**config.mk**
```make
export PLATFORM = sky130hd
export DESIGN_NAME = tdc_ctrl_seq
export DESIGN_NICKNAME = d
export VERILOG_FILES = /design/src/rtl/tdc_ctrl_pkg.sv /design/src/rtl/tdc_seq_timer.sv /design/src/rtl/tdc_ctrl_seq.sv
export SDC_FILE = /design/constraint.sdc
export NUM_CORES = 1
export LEC_CHECK = 0
export BUFFER_PORTS_ARGS = -buffer_cell sky130_fd_sc_hd__buf_2
export CAP_MARGIN = 10
export CELL_PAD_IN_SITES_DETAIL_PLACEMENT = 1
export CELL_PAD_IN_SITES_GLOBAL_PLACEMENT = 2
export CORE_ASPECT_RATIO = 1.1
export CORE_UTILIZATION = 39
export DETAILED_ROUTE_END_ITERATION = 10
export GPL_TIMING_DRIVEN = 0
export PLACE_DENSITY = 0.86
export SYNTH_ARGS = -nofsm -noshare
export SYNTH_HDL_FRONTEND = slang
export SYNTH_SLANG_ARGS = --single-unit
```
**constraint.sdc**
```tcl
create_clock -name clk -period 5.91 [get_ports clk]
set_input_delay 0.8865 -clock clk [delete_from_list [all_inputs] [get_ports clk]]
set_output_delay 0.8865 -clock clk [all_outputs]
set_load 0.03 [all_outputs]
```
**src/rtl/tdc_ctrl_pkg.sv**
```systemverilog
// Shared definitions for the TDC channel controller: FSM state encoding,
// ASCII command bytes and a small constant helper for counter sizing.
package tdc_ctrl_pkg;

  typedef enum logic [2:0] {
    ST_IDLE    = 3'd0,
    ST_ARG     = 3'd1,
    ST_EN_LOW  = 3'd2,
    ST_EN_WAIT = 3'd3,
    ST_SRST    = 3'd4
  } state_t;

  localparam logic [7:0] CMD_DEFINE = 8'h64;  // "d"
  localparam logic [7:0] CMD_STOP   = 8'h73;  // "s"
  localparam logic [7:0] CMD_PLAY   = 8'h70;  // "p"
  localparam logic [7:0] CMD_RESET  = 8'h72;  // "r"
  localparam logic [7:0] CMD_MASK   = 8'h6D;  // "m"

  // Largest of three cycle counts; sizes the shared sequence timer.
  function automatic int max3(input int a, input int b, input int c);
    int m;
    m = (a > b) ? a : b;
    return (m > c) ? m : c;
  endfunction

endpackage

```
**src/rtl/tdc_seq_timer.sv**
```systemverilog
// Loadable down-counter shared by all timed sequence states. A load takes
// priority; otherwise it counts down and parks at zero (terminal count).
module tdc_seq_timer #(
  parameter int CNT_W = 4
) (
  input  logic             clk,
  input  logic             rst_n,
  input  logic             load,
  input  logic [CNT_W-1:0] load_val,
  output logic             done
);

  logic [CNT_W-1:0] cnt;

  // Count register: load on state entry, then decrement until zero, never wrap.
  always_ff @(posedge clk or negedge rst_n) begin
    if (!rst_n) begin
      cnt <= '0;
    end else if (load) begin
      cnt <= load_val;
    end else if (cnt != '0) begin
      cnt <= cnt - 1'b1;
    end
  end

  assign done = (cnt == '0);

endmodule

```
**src/rtl/tdc_ctrl_seq.sv**
```systemverilog
// UART-command-driven power-up / soft-reset sequencer for N_CH TDC channels.
//
//   state      | meaning
//   -----------+-----------------------------------------------------------
//   ST_IDLE    | waiting for a command; "d"/"r"/"m" accepted here only
//   ST_ARG     | next strobed byte is the new channel mask
//   ST_EN_LOW  | masked enables held low for EN_LOW_CYCLES
//   ST_EN_WAIT | masked enables high, TDC boot wait for BOOT_CYCLES
//   ST_SRST    | masked soft_reset high for RESET_PULSE cycles
module tdc_ctrl_seq
  import tdc_ctrl_pkg::*;
#(
  parameter int N_CH          = 2,
  parameter int EN_LOW_CYCLES = 16,
  parameter int BOOT_CYCLES   = 1048576,
  parameter int RESET_PULSE   = 4
) (
  input  logic            clk,
  input  logic            rst_n,
  input  logic [7:0]      rx_data,
  input  logic            new_rx_data,
  output logic [N_CH-1:0] tdc_enable,
  output logic [N_CH-1:0] soft_reset,
  output logic            pause,
  output logic            busy,
  output logic [N_CH-1:0] ch_mask,
  output logic            cmd_err
);

  localparam int MAX_CYC = max3(EN_LOW_CYCLES, BOOT_CYCLES, RESET_PULSE);
  localparam int CNT_W   = $clog2(MAX_CYC + 1);

  // Each timed state runs for N cycles, so the timer is loaded with N-1.
  localparam logic [CNT_W-1:0] LD_EN_LOW = CNT_W'(EN_LOW_CYCLES - 1);
  localparam logic [CNT_W-1:0] LD_BOOT   = CNT_W'(BOOT_CYCLES - 1);
  localparam logic [CNT_W-1:0] LD_SRST   = CNT_W'(RESET_PULSE - 1);

  state_t            state, state_nxt;
  logic [N_CH-1:0]   act_mask, act_mask_nxt;
  logic [N_CH-1:0]   en_nxt, srst_nxt, ch_mask_nxt;
  logic              pause_nxt, busy_nxt, err_nxt;
  logic              tmr_load, tmr_done;
  logic [CNT_W-1:0]  tmr_val;

  tdc_seq_timer #(.CNT_W(CNT_W)) u_timer (
    .clk      (clk),
    .rst_n    (rst_n),
    .load     (tmr_load),
    .load_val (tmr_val),
    .done     (tmr_done)
  );

  // State register.
  always_ff @(posedge clk or negedge rst_n) begin
    if (!rst_n) begin
      state <= ST_IDLE;
    end else begin
      state <= state_nxt;
    end
  end

  // Next state, timer control and next output values. Sequence progression
  // runs independently of commands; commands only move the FSM in IDLE/ARG.
  always_comb begin
    state_nxt    = state;
    tmr_load     = 1'b0;
    tmr_val      = '0;
    act_mask_nxt = act_mask;
    ch_mask_nxt  = ch_mask;
    pause_nxt    = pause;
    err_nxt      = 1'b0;
    en_nxt       = tdc_enable;

    unique case (state)
      ST_EN_LOW: begin
        if (tmr_done) begin
          state_nxt = ST_EN_WAIT;
          tmr_load  = 1'b1;
          tmr_val   = LD_BOOT;
          en_nxt    = tdc_enable | act_mask;
        end
      end
      ST_EN_WAIT: begin
        if (tmr_done) begin
          state_nxt = ST_SRST;
          tmr_load  = 1'b1;
          tmr_val   = LD_SRST;
        end
      end
      ST_SRST: begin
        if (tmr_done) begin
          state_nxt = ST_IDLE;
        end
      end
      default: ;
    endcase

    if (new_rx_data) begin
      if (state == ST_ARG) begin
        // Any byte here is the mask argument, including "s"/"p".
        ch_mask_nxt = rx_data[N_CH-1:0];
        state_nxt   = ST_IDLE;
      end else if (rx_data == CMD_STOP) begin
        pause_nxt = 1'b1;
      end else if (rx_data == CMD_PLAY) begin
        pause_nxt = 1'b0;
      end else if (state == ST_IDLE && rx_data == CMD_DEFINE && ch_mask != '0) begin
        state_nxt    = ST_EN_LOW;
        tmr_load     = 1'b1;
        tmr_val      = LD_EN_LOW;
        act_mask_nxt = ch_mask;
        en_nxt       = tdc_enable & ~ch_mask;
      end else if (state == ST_IDLE && rx_data == CMD_RESET && ch_mask != '0) begin
        state_nxt    = ST_SRST;
        tmr_load     = 1'b1;
        tmr_val      = LD_SRST;
        act_mask_nxt = ch_mask;
      end else if (state == ST_IDLE && rx_data == CMD_MASK) begin
        state_nxt = ST_ARG;
      end else begin
        err_nxt = 1'b1;
      end
    end

    busy_nxt = (state_nxt == ST_EN_LOW) || (state_nxt == ST_EN_WAIT) ||
               (state_nxt == ST_SRST);
    srst_nxt = (state_nxt == ST_SRST) ? act_mask_nxt : '0;
  end

  // Registered outputs and latched active mask.
  always_ff @(posedge clk or negedge rst_n) begin
    if (!rst_n) begin
      tdc_enable <= '0;
      soft_reset <= '0;
      pause      <= 1'b0;
      busy       <= 1'b0;
      ch_mask    <= '1;
      cmd_err    <= 1'b0;
      act_mask   <= '0;
    end else begin
      tdc_enable <= en_nxt;
      soft_reset <= srst_nxt;
      pause      <= pause_nxt;
      busy       <= busy_nxt;
      ch_mask    <= ch_mask_nxt;
      cmd_err    <= err_nxt;
      act_mask   <= act_mask_nxt;
    end
  end

endmodule

```
**Yosys cells after proc, flatten, opt, wreduce, memory -nomap -nowiden**

Cells that the tools add are included.

- Bitwise logic cells: 4
- Mux-type cells: 53
- Add/sub/neg operators: 1
- Equal/unequal tests: 12
- Reductions and logical operators: 16

Operators by type and width:

| kind | count |
|---|---|
| two-way mux 21 bit | 8 |
| == test 8 x 7 -> 1 bit, second input constant | 5 |
| one-hot mux 20 bit (2 select lines) | 1 |
| two-way mux 2 bit | 15 |
| two-way mux 3 bit | 10 |
| logical NOT 21 bit | 1 |
| nonzero test 21 bit | 1 |
| subtractor 21 x 1 -> 21 bit, second input constant | 1 |
| two-way mux 20 bit | 1 |
| two-way mux 1 bit | 17 |
| == test 3 x 2 -> 1 bit, second input constant | 4 |
| one-hot mux 3 bit (3 select lines) | 1 |
| == test 3 bit, second input constant | 2 |
| nonzero test 2 bit | 3 |
| logical AND 1 bit | 5 |
| == test 3 x 1 -> 1 bit, second input constant | 1 |
| logical NOT 3 bit | 1 |
| AND reduction 3 bit | 1 |
| bitwise AND 2 bit | 1 |
| logical OR 1 bit | 2 |
| NOT 2 bit | 1 |
| OR 2 bit | 1 |
| AND reduction 2 bit | 1 |
| OR reduction 2 bit | 1 |
| NOT 1 bit | 1 |

- Register bits: 35

**Longest topological paths before layout**

- Depth in word-level cells: 13
- Depth in mapped cells: 9

**Hierarchy**

From an unflattened synthesis, not the netlist that was laid out.

- Cell total of the unflattened synthesis: 217
- Area total of the unflattened synthesis: 2,145.8 um^2

Modules (own cells, without submodules):

| module | seq. area each (um^2) | instances | cells an instance | area an instance (um^2) |
|---|---|---|---|---|
| tdc_seq_timer | 525.5 | 1 | 135 | 1,267.5 |
| tdc_ctrl_seq | 352.8 | 1 | 82 | 878.3 |

**Least setup slack after synthesis**

No wires, ideal clock.

- Kind: input to register
- From: input rx_data[7]
- To: register soft_reset[0]
- Path buffers: 1
- Arrival time: 2.613 ns
- Required time: 5.792 ns
- Library setup time: 0.118 ns
- Setup slack: 3.180 ns
- Cell stages on the path: 6
- Path through: nand3b_1 or4b_1 buf_2 nor4b_4 mux2_2 nor2b_1

RTL lines:

| what | line | RTL |
|---|---|---|
| start: declaration | tdc_ctrl_seq.sv:20 | `input logic [7:0] rx_data,` |
| == test 8 x 7 -> 1 bit | tdc_ctrl_seq.sv:113 | `end else if (state == ST_IDLE && rx_data == CMD_RESET && ch_mask != '0) begin` |
| logical AND 1 bit (2 in a row) | tdc_ctrl_seq.sv:113 |  |
| two-way mux 2 bit | tdc_ctrl_seq.sv:113 |  |
| two-way mux 2 bit | tdc_ctrl_seq.sv:107 | `end else if (state == ST_IDLE && rx_data == CMD_DEFINE && ch_mask != '0) begin` |
| two-way mux 2 bit | tdc_ctrl_seq.sv:105 | `end else if (rx_data == CMD_PLAY) begin` |
| two-way mux 2 bit * | tdc_ctrl_seq.sv:103 | `end else if (rx_data == CMD_STOP) begin` |
| two-way mux 2 bit * | tdc_ctrl_seq.sv:99 | `if (state == ST_ARG) begin` |
| two-way mux 2 bit * | tdc_ctrl_seq.sv:98 | `if (new_rx_data) begin` |
| net act_mask_nxt[0] | tdc_ctrl_seq.sv:39 | `logic [N_CH-1:0] act_mask, act_mask_nxt;` |
| two-way mux 2 bit * | tdc_ctrl_seq.sv:127 | `srst_nxt = (state_nxt == ST_SRST) ? act_mask_nxt : '0;` |
| net srst_nxt[0] | tdc_ctrl_seq.sv:40 | `logic [N_CH-1:0] en_nxt, srst_nxt, ch_mask_nxt;` |
| end signal: assignment | tdc_ctrl_seq.sv:142 | `soft_reset <= srst_nxt;` |
| end: declaration | tdc_ctrl_seq.sv:23 | `output logic [N_CH-1:0] soft_reset,` |

The timed path passes the listed nets; every way through them passes the cells marked *.
A chain may end at the register's enable or synchronous reset.

**Final worst setup path**

- From: register u_timer.cnt[18]
- To: register u_timer.cnt[12]

- Word-level cells in the longest chain between the ends: 10

RTL lines:

| what | line | RTL |
|---|---|---|
| start: declaration | tdc_seq_timer.sv:13 | `logic [CNT_W-1:0] cnt;` |
| start signal: assignment | tdc_seq_timer.sv:20 | `cnt <= load_val;` |
| start signal: assignment | tdc_seq_timer.sv:22 | `cnt <= cnt - 1'b1;` |
| logical NOT 21 bit | tdc_seq_timer.sv:26 | `assign done = (cnt == '0);` |
| two-way mux 20 bit / two-way mux 1 bit (equally long branches) | tdc_ctrl_seq.sv:76, tdc_ctrl_seq.sv:84 |  |
| one-hot mux 20 bit (2 select lines) / two-way mux 1 bit (equally long branches) | -- |  |
| two-way mux 21 bit / two-way mux 1 bit (equally long branches) | tdc_ctrl_seq.sv:113 |  |
| two-way mux 21 bit / two-way mux 1 bit (equally long branches) | tdc_ctrl_seq.sv:107 |  |
| two-way mux 21 bit / two-way mux 1 bit (equally long branches) | tdc_ctrl_seq.sv:105 |  |
| two-way mux 21 bit / two-way mux 1 bit (equally long branches) | tdc_ctrl_seq.sv:103 |  |
| two-way mux 21 bit / two-way mux 1 bit (equally long branches) | tdc_ctrl_seq.sv:99 |  |
| two-way mux 21 bit / two-way mux 1 bit (equally long branches) | tdc_ctrl_seq.sv:98 |  |
| two-way mux 21 bit / nonzero test 2 bit (equally long branches) | -- |  |

Parallel ways exist; a longest one is shown, timed or not.

==> flow_summary.html <==
<table>
<tr><th>Metric</th><th>Value</th></tr>
<tr><th colspan="2">Critical path</th></tr>
<tr><td>Crit path capture type</td><td>flip-flop</td></tr>
<tr><td>Crit-path slowest cell</td><td>nor3_2</td></tr>
<tr><td>Required time worst endpoint</td><td>6.07 ns</td></tr>
<tr><td>Reg2Reg Depth</td><td>6</td></tr>
<tr><td>Worst path bufs/invs</td><td>1</td></tr>
<tr><td>Worst R2R Setup Slack</td><td>2.98 ns</td></tr>
<tr><td>CP peak stage delay</td><td>0.59 ns</td></tr>
<tr><td>Crit-path leading delay family</td><td>simple AND/OR/NAND/NOR gates</td></tr>
<tr><td>Crit path kind</td><td>flip-flop to flip-flop</td></tr>
<tr><td>Launching element type of the critical path</td><td>flip-flop</td></tr>
<tr><td>Levels on crit path</td><td>6</td></tr>
<tr><td>CP max FO</td><td>10</td></tr>
<tr><td>Data arrival, critical path</td><td>3.09 ns</td></tr>
<tr><td>Sequence of cells on the critical path</td><td>or4_1, nor4_1, nand2_1, nor3_2, buf_2, nor2_1</td></tr>
<tr><th colspan="2">Timing</th></tr>
<tr><td>Shortest clock period the worst path allows after layout</td><td>2.93 ns</td></tr>
<tr><td>Slew of the pin with the lowest slew margin</td><td>0.812 ns</td></tr>
<tr><td>Final setup violation count</td><td>0</td></tr>
<tr><td>Final total negative setup slack</td><td>0 ns</td></tr>
<tr><td>Fmax</td><td>0.342 GHz</td></tr>
<tr><td>Setup repair after global routing missed its margin</td><td>false</td></tr>
<tr><td>Post-route fraction of the period consumed by the critical path</td><td>0.495</td></tr>
<tr><td>Max transition margin</td><td>0.459</td></tr>
<tr><td>Final-report max-slew violation count</td><td>0</td></tr>
<tr><td>Final hold violation count</td><td>0</td></tr>
<tr><td>Smallest setup slack after layout</td><td>2.98 ns</td></tr>
<tr><td>Maximum clock skew at final layout</td><td>0.00198 ns</td></tr>
<tr><th colspan="2">Synthesis</th></tr>
<tr><td>FFs w/ async S/R, synth</td><td>1.00</td></tr>
<tr><td>Post-Syn Area</td><td>1950 um2</td></tr>
<tr><td>Average cell area after synthesis</td><td>9.18 um2</td></tr>
<tr><td>Synthesis warning total</td><td>0</td></tr>
<tr><td>Fraction of the yosys area taken by sequential cells</td><td>0.451</td></tr>
<tr><td>Post-synth EDFFs</td><td>0</td></tr>
<tr><td>Post-synth top flop</td><td>dfrtp_1</td></tr>
<tr><td>Synthesized net count</td><td>224</td></tr>
<tr><td>Flop and latch count out of synthesis</td><td>35</td></tr>
<tr><td>Synth unique cells</td><td>40</td></tr>
<tr><td>Instance count of the mapped netlist</td><td>212</td></tr>
<tr><th colspan="2">Detailed routing</th></tr>
<tr><td>Detailed-route wire length per cell</td><td>15.8 um</td></tr>
<tr><td>1st-pass router iterations</td><td>4</td></tr>
<tr><td>DRT Wirelength</td><td>4630 um</td></tr>
<tr><td>Overall via count from detail_route</td><td>1,638</td></tr>
<tr><td>Number of DRC violations after detailed-routing iteration 0</td><td>58</td></tr>
<tr><td>Final antenna-violating net count</td><td>0</td></tr>
<tr><td>Via density</td><td>5.59</td></tr>
<tr><td>Post-route DRC</td><td>0</td></tr>
<tr><th colspan="2">CTS</th></tr>
<tr><td>Buffers inserted by post-CTS timing repair</td><td>0</td></tr>
<tr><td>Reg clk slew, reported paths</td><td>0.07 ns</td></tr>
<tr><td>Clock buffers created by TritonCTS</td><td>5</td></tr>
<tr><td>CTS Root Buffer Type</td><td>clkbuf_8</td></tr>
<tr><td>Clock tree from TritonCTS</td><td>done</td></tr>
<tr><td>Cts-stage hold buffer count</td><td>0</td></tr>
<tr><td>Number of clock sinks</td><td>35</td></tr>
<tr><td>Clk Latency, worst-skew pair</td><td>0.28 ns</td></tr>
<tr><td>Maximum clock insertion buffer count</td><td>2</td></tr>
<tr><td>Post-cts resize count</td><td>0</td></tr>
<tr><td>H-Tree Level Count</td><td>2</td></tr>
<tr><th colspan="2">Run</th></tr>
<tr><td>Max Cap Viol</td><td>0</td></tr>
<tr><th colspan="2">Place</th></tr>
<tr><td>Detailed Place HPWL</td><td>3420 um</td></tr>
<tr><td>Input/output buffers</td><td>17</td></tr>
<tr><td>Worst setup slack before clock tree synthesis</td><td>2.79 ns</td></tr>
<tr><td>GPL Wtd Cong</td><td>0.772</td></tr>
<tr><th colspan="2">Layout</th></tr>
<tr><td>Final core utilization</td><td>0.467</td></tr>
<tr><td>Fin nets</td><td>248</td></tr>
<tr><td>Syn-to-layout area delta</td><td>13.1%</td></tr>
<tr><td>Layout cell share with drive strength beyond 1</td><td>0.173</td></tr>
<tr><td>Most used cells in the layout excluding fill and tap cells</td><td>dfrtp_1, nor2_1, a21oi_1</td></tr>
<tr><td>Fill cell total of the finished layout</td><td>568</td></tr>
<tr><td>Most frequent standard cell in the layout excluding fill and tap cells</td><td>dfrtp_1</td></tr>
<tr><td>Number of antenna cells inserted</td><td>0</td></tr>
<tr><th colspan="2">GRT</th></tr>
<tr><td>Global Route Usage Sum</td><td>0.194</td></tr>
<tr><td>Number of global-route vias before repair</td><td>1,700</td></tr>
<tr><td>Initial antenna violation count</td><td>0</td></tr>
<tr><td>Largest net degree at the start of global routing</td><td>36</td></tr>
<tr><td>Wire length of the first global-routing pass</td><td>8300 um</td></tr>
<tr><td>Overflow left after global routing</td><td>0</td></tr>
<tr><th colspan="2">Run status</th></tr>
<tr><td>Result of the run</td><td>finished, final reports clean</td></tr>
<tr><th colspan="2">Floorplan</th></tr>
<tr><td>Starting utilization of the core area</td><td>0.412</td></tr>
<tr><td>Die outline area</td><td>5280 um2</td></tr>
<tr><td>Floorplan row count</td><td>26</td></tr>
<tr><td>Number of ports placed on the die boundary</td><td>20</td></tr>
<tr><td>Floorplan Core Area</td><td>4720 um2</td></tr>
<tr><td>Width of the chip</td><td>69.3 um</td></tr>
<tr><td>Height of the chip</td><td>76.1 um</td></tr>
<tr><th colspan="2">Worst hold path</th></tr>
<tr><td>Number of cells on the worst hold path</td><td>2</td></tr>
<tr><td>HP Class</td><td>flip-flop to flip-flop</td></tr>
<tr><th colspan="2">Power</th></tr>
<tr><td>Worst IR Drop VDD</td><td>105 uV</td></tr>
<tr><td>Cell area power density</td><td>206 nW/um2</td></tr>
<tr><td>Total Power</td><td>453 uW</td></tr>
<tr><td>Leakage power total</td><td>0.000831 uW</td></tr>
</table>
sequential cells by signal, indices dropped and copies added, names as in the netlist:
| register | cells |
|---|---|
| tdc_enable | 2 |
| busy | 1 |
| u_timer.cnt | 21 |
| act_mask | 2 |
| pause | 1 |
| soft_reset | 2 |
| cmd_err | 1 |
| ch_mask | 2 |
| state | 3 |
final timing paths:
path,startpoint,end
min in group asynchronous,rst_n,u_timer.cnt[0]
worst max register to register,u_timer.cnt[18],u_timer.cnt[12]
max in group asynchronous,rst_n,state[2]
worst min register to register,tdc_enable[1],tdc_enable[1]
worst min-delay path,tdc_enable[1],tdc_enable[1]
worst max-delay path,u_timer.cnt[18],u_timer.cnt[12]
cells in the mapped netlist (all sizes together), types with 2 or more instances:
cell / n / area, um2
a21oi: 28 / 140
and3: 2 / 12.5
buf: 5 / 25.0
clkbuf: 4 / 15.0
dfrtp: 33 / 826
dfstp: 2 / 52.6
inv: 5 / 18.8
mux2: 4 / 45.0
nand2: 10 / 37.5
nand2b: 3 / 18.8
nand3: 4 / 20.0
nor2: 30 / 113
nor2b: 4 / 25.0
nor3: 7 / 45.0
nor3b: 3 / 22.5
nor4: 6 / 37.5
o21ai: 7 / 35.0
o31ai: 3 / 22.5
o41ai: 3 / 26.3
or2: 2 / 12.5
or3: 8 / 50.1
or4: 6 / 45.0
xnor2: 7 / 61.3
xor2: 11 / 96.3
worst reg2reg max path, cell delays in order (launching register included):
cell and delay (ns):
dfrtp_1 0.40, or4_1 0.58, nor4_1 0.44, nand2_1 0.40
nor3_2 0.59, buf_2 0.33, nor2_1 0.08
report_power, final:
group	switching [uW]	internal (uW)	leakage [uW]
logic	15.5	6.51	0.000411
clock network	81.0	106	0.0000515
registers	1.80	242	0.000369
metal layers:
metal | part of all wire | track usage | vias to the layer above
met5 | 0 | 0 | -
met4 | 0.0063 | 0.0429 | 0
met3 | 0.017 | 0.0397 | 4
met2 | 0.49 | 0.315 | 15
met1 | 0.48 | 0.268 | 805
li1 | - | - | 814
per-stage QoR:
stage | area [um2] | std cells | hold slack (ns)
5_1_grt | 2200 | 293 | 0.557
6_report | 2200 | 293 | 0.518
4_1_cts | 2200 | 293 | 0.530
2_1_floorplan | 1950 | 212 | 0.492
3_5_place_dp | 2100 | 285 | 0.514
3_3_place_gp | 2100 | 285 | 0.511
logic make-up (layout without fill, tap and decap cells):
logic type	after synthesis	after routing	synth area share
xor+xnor	18	18	0.0810
mux	4	4	0.0231
fa+ha+maj	1	1	0.00643
buf+inv	14	39	0.0302
flops	35	35	0.451
simple gates	90	90	0.256
compound gates	50	50	0.152
final cells by class:
class | count | area (um2) | area share
inverters | 5 | 18.8 | 0.00853
multi-input cells | 163 | 1010 | 0.458
clock buffers | 8 | 100 | 0.0455
well taps | 56 | 70.1 | 0.0318
flip-flops and latches | 35 | 878 | 0.399
repair buffers | 17 | 85.1 | 0.0387
plain buffers | 9 | 40.0 | 0.0182
Power figures use the tool's default switching activity.
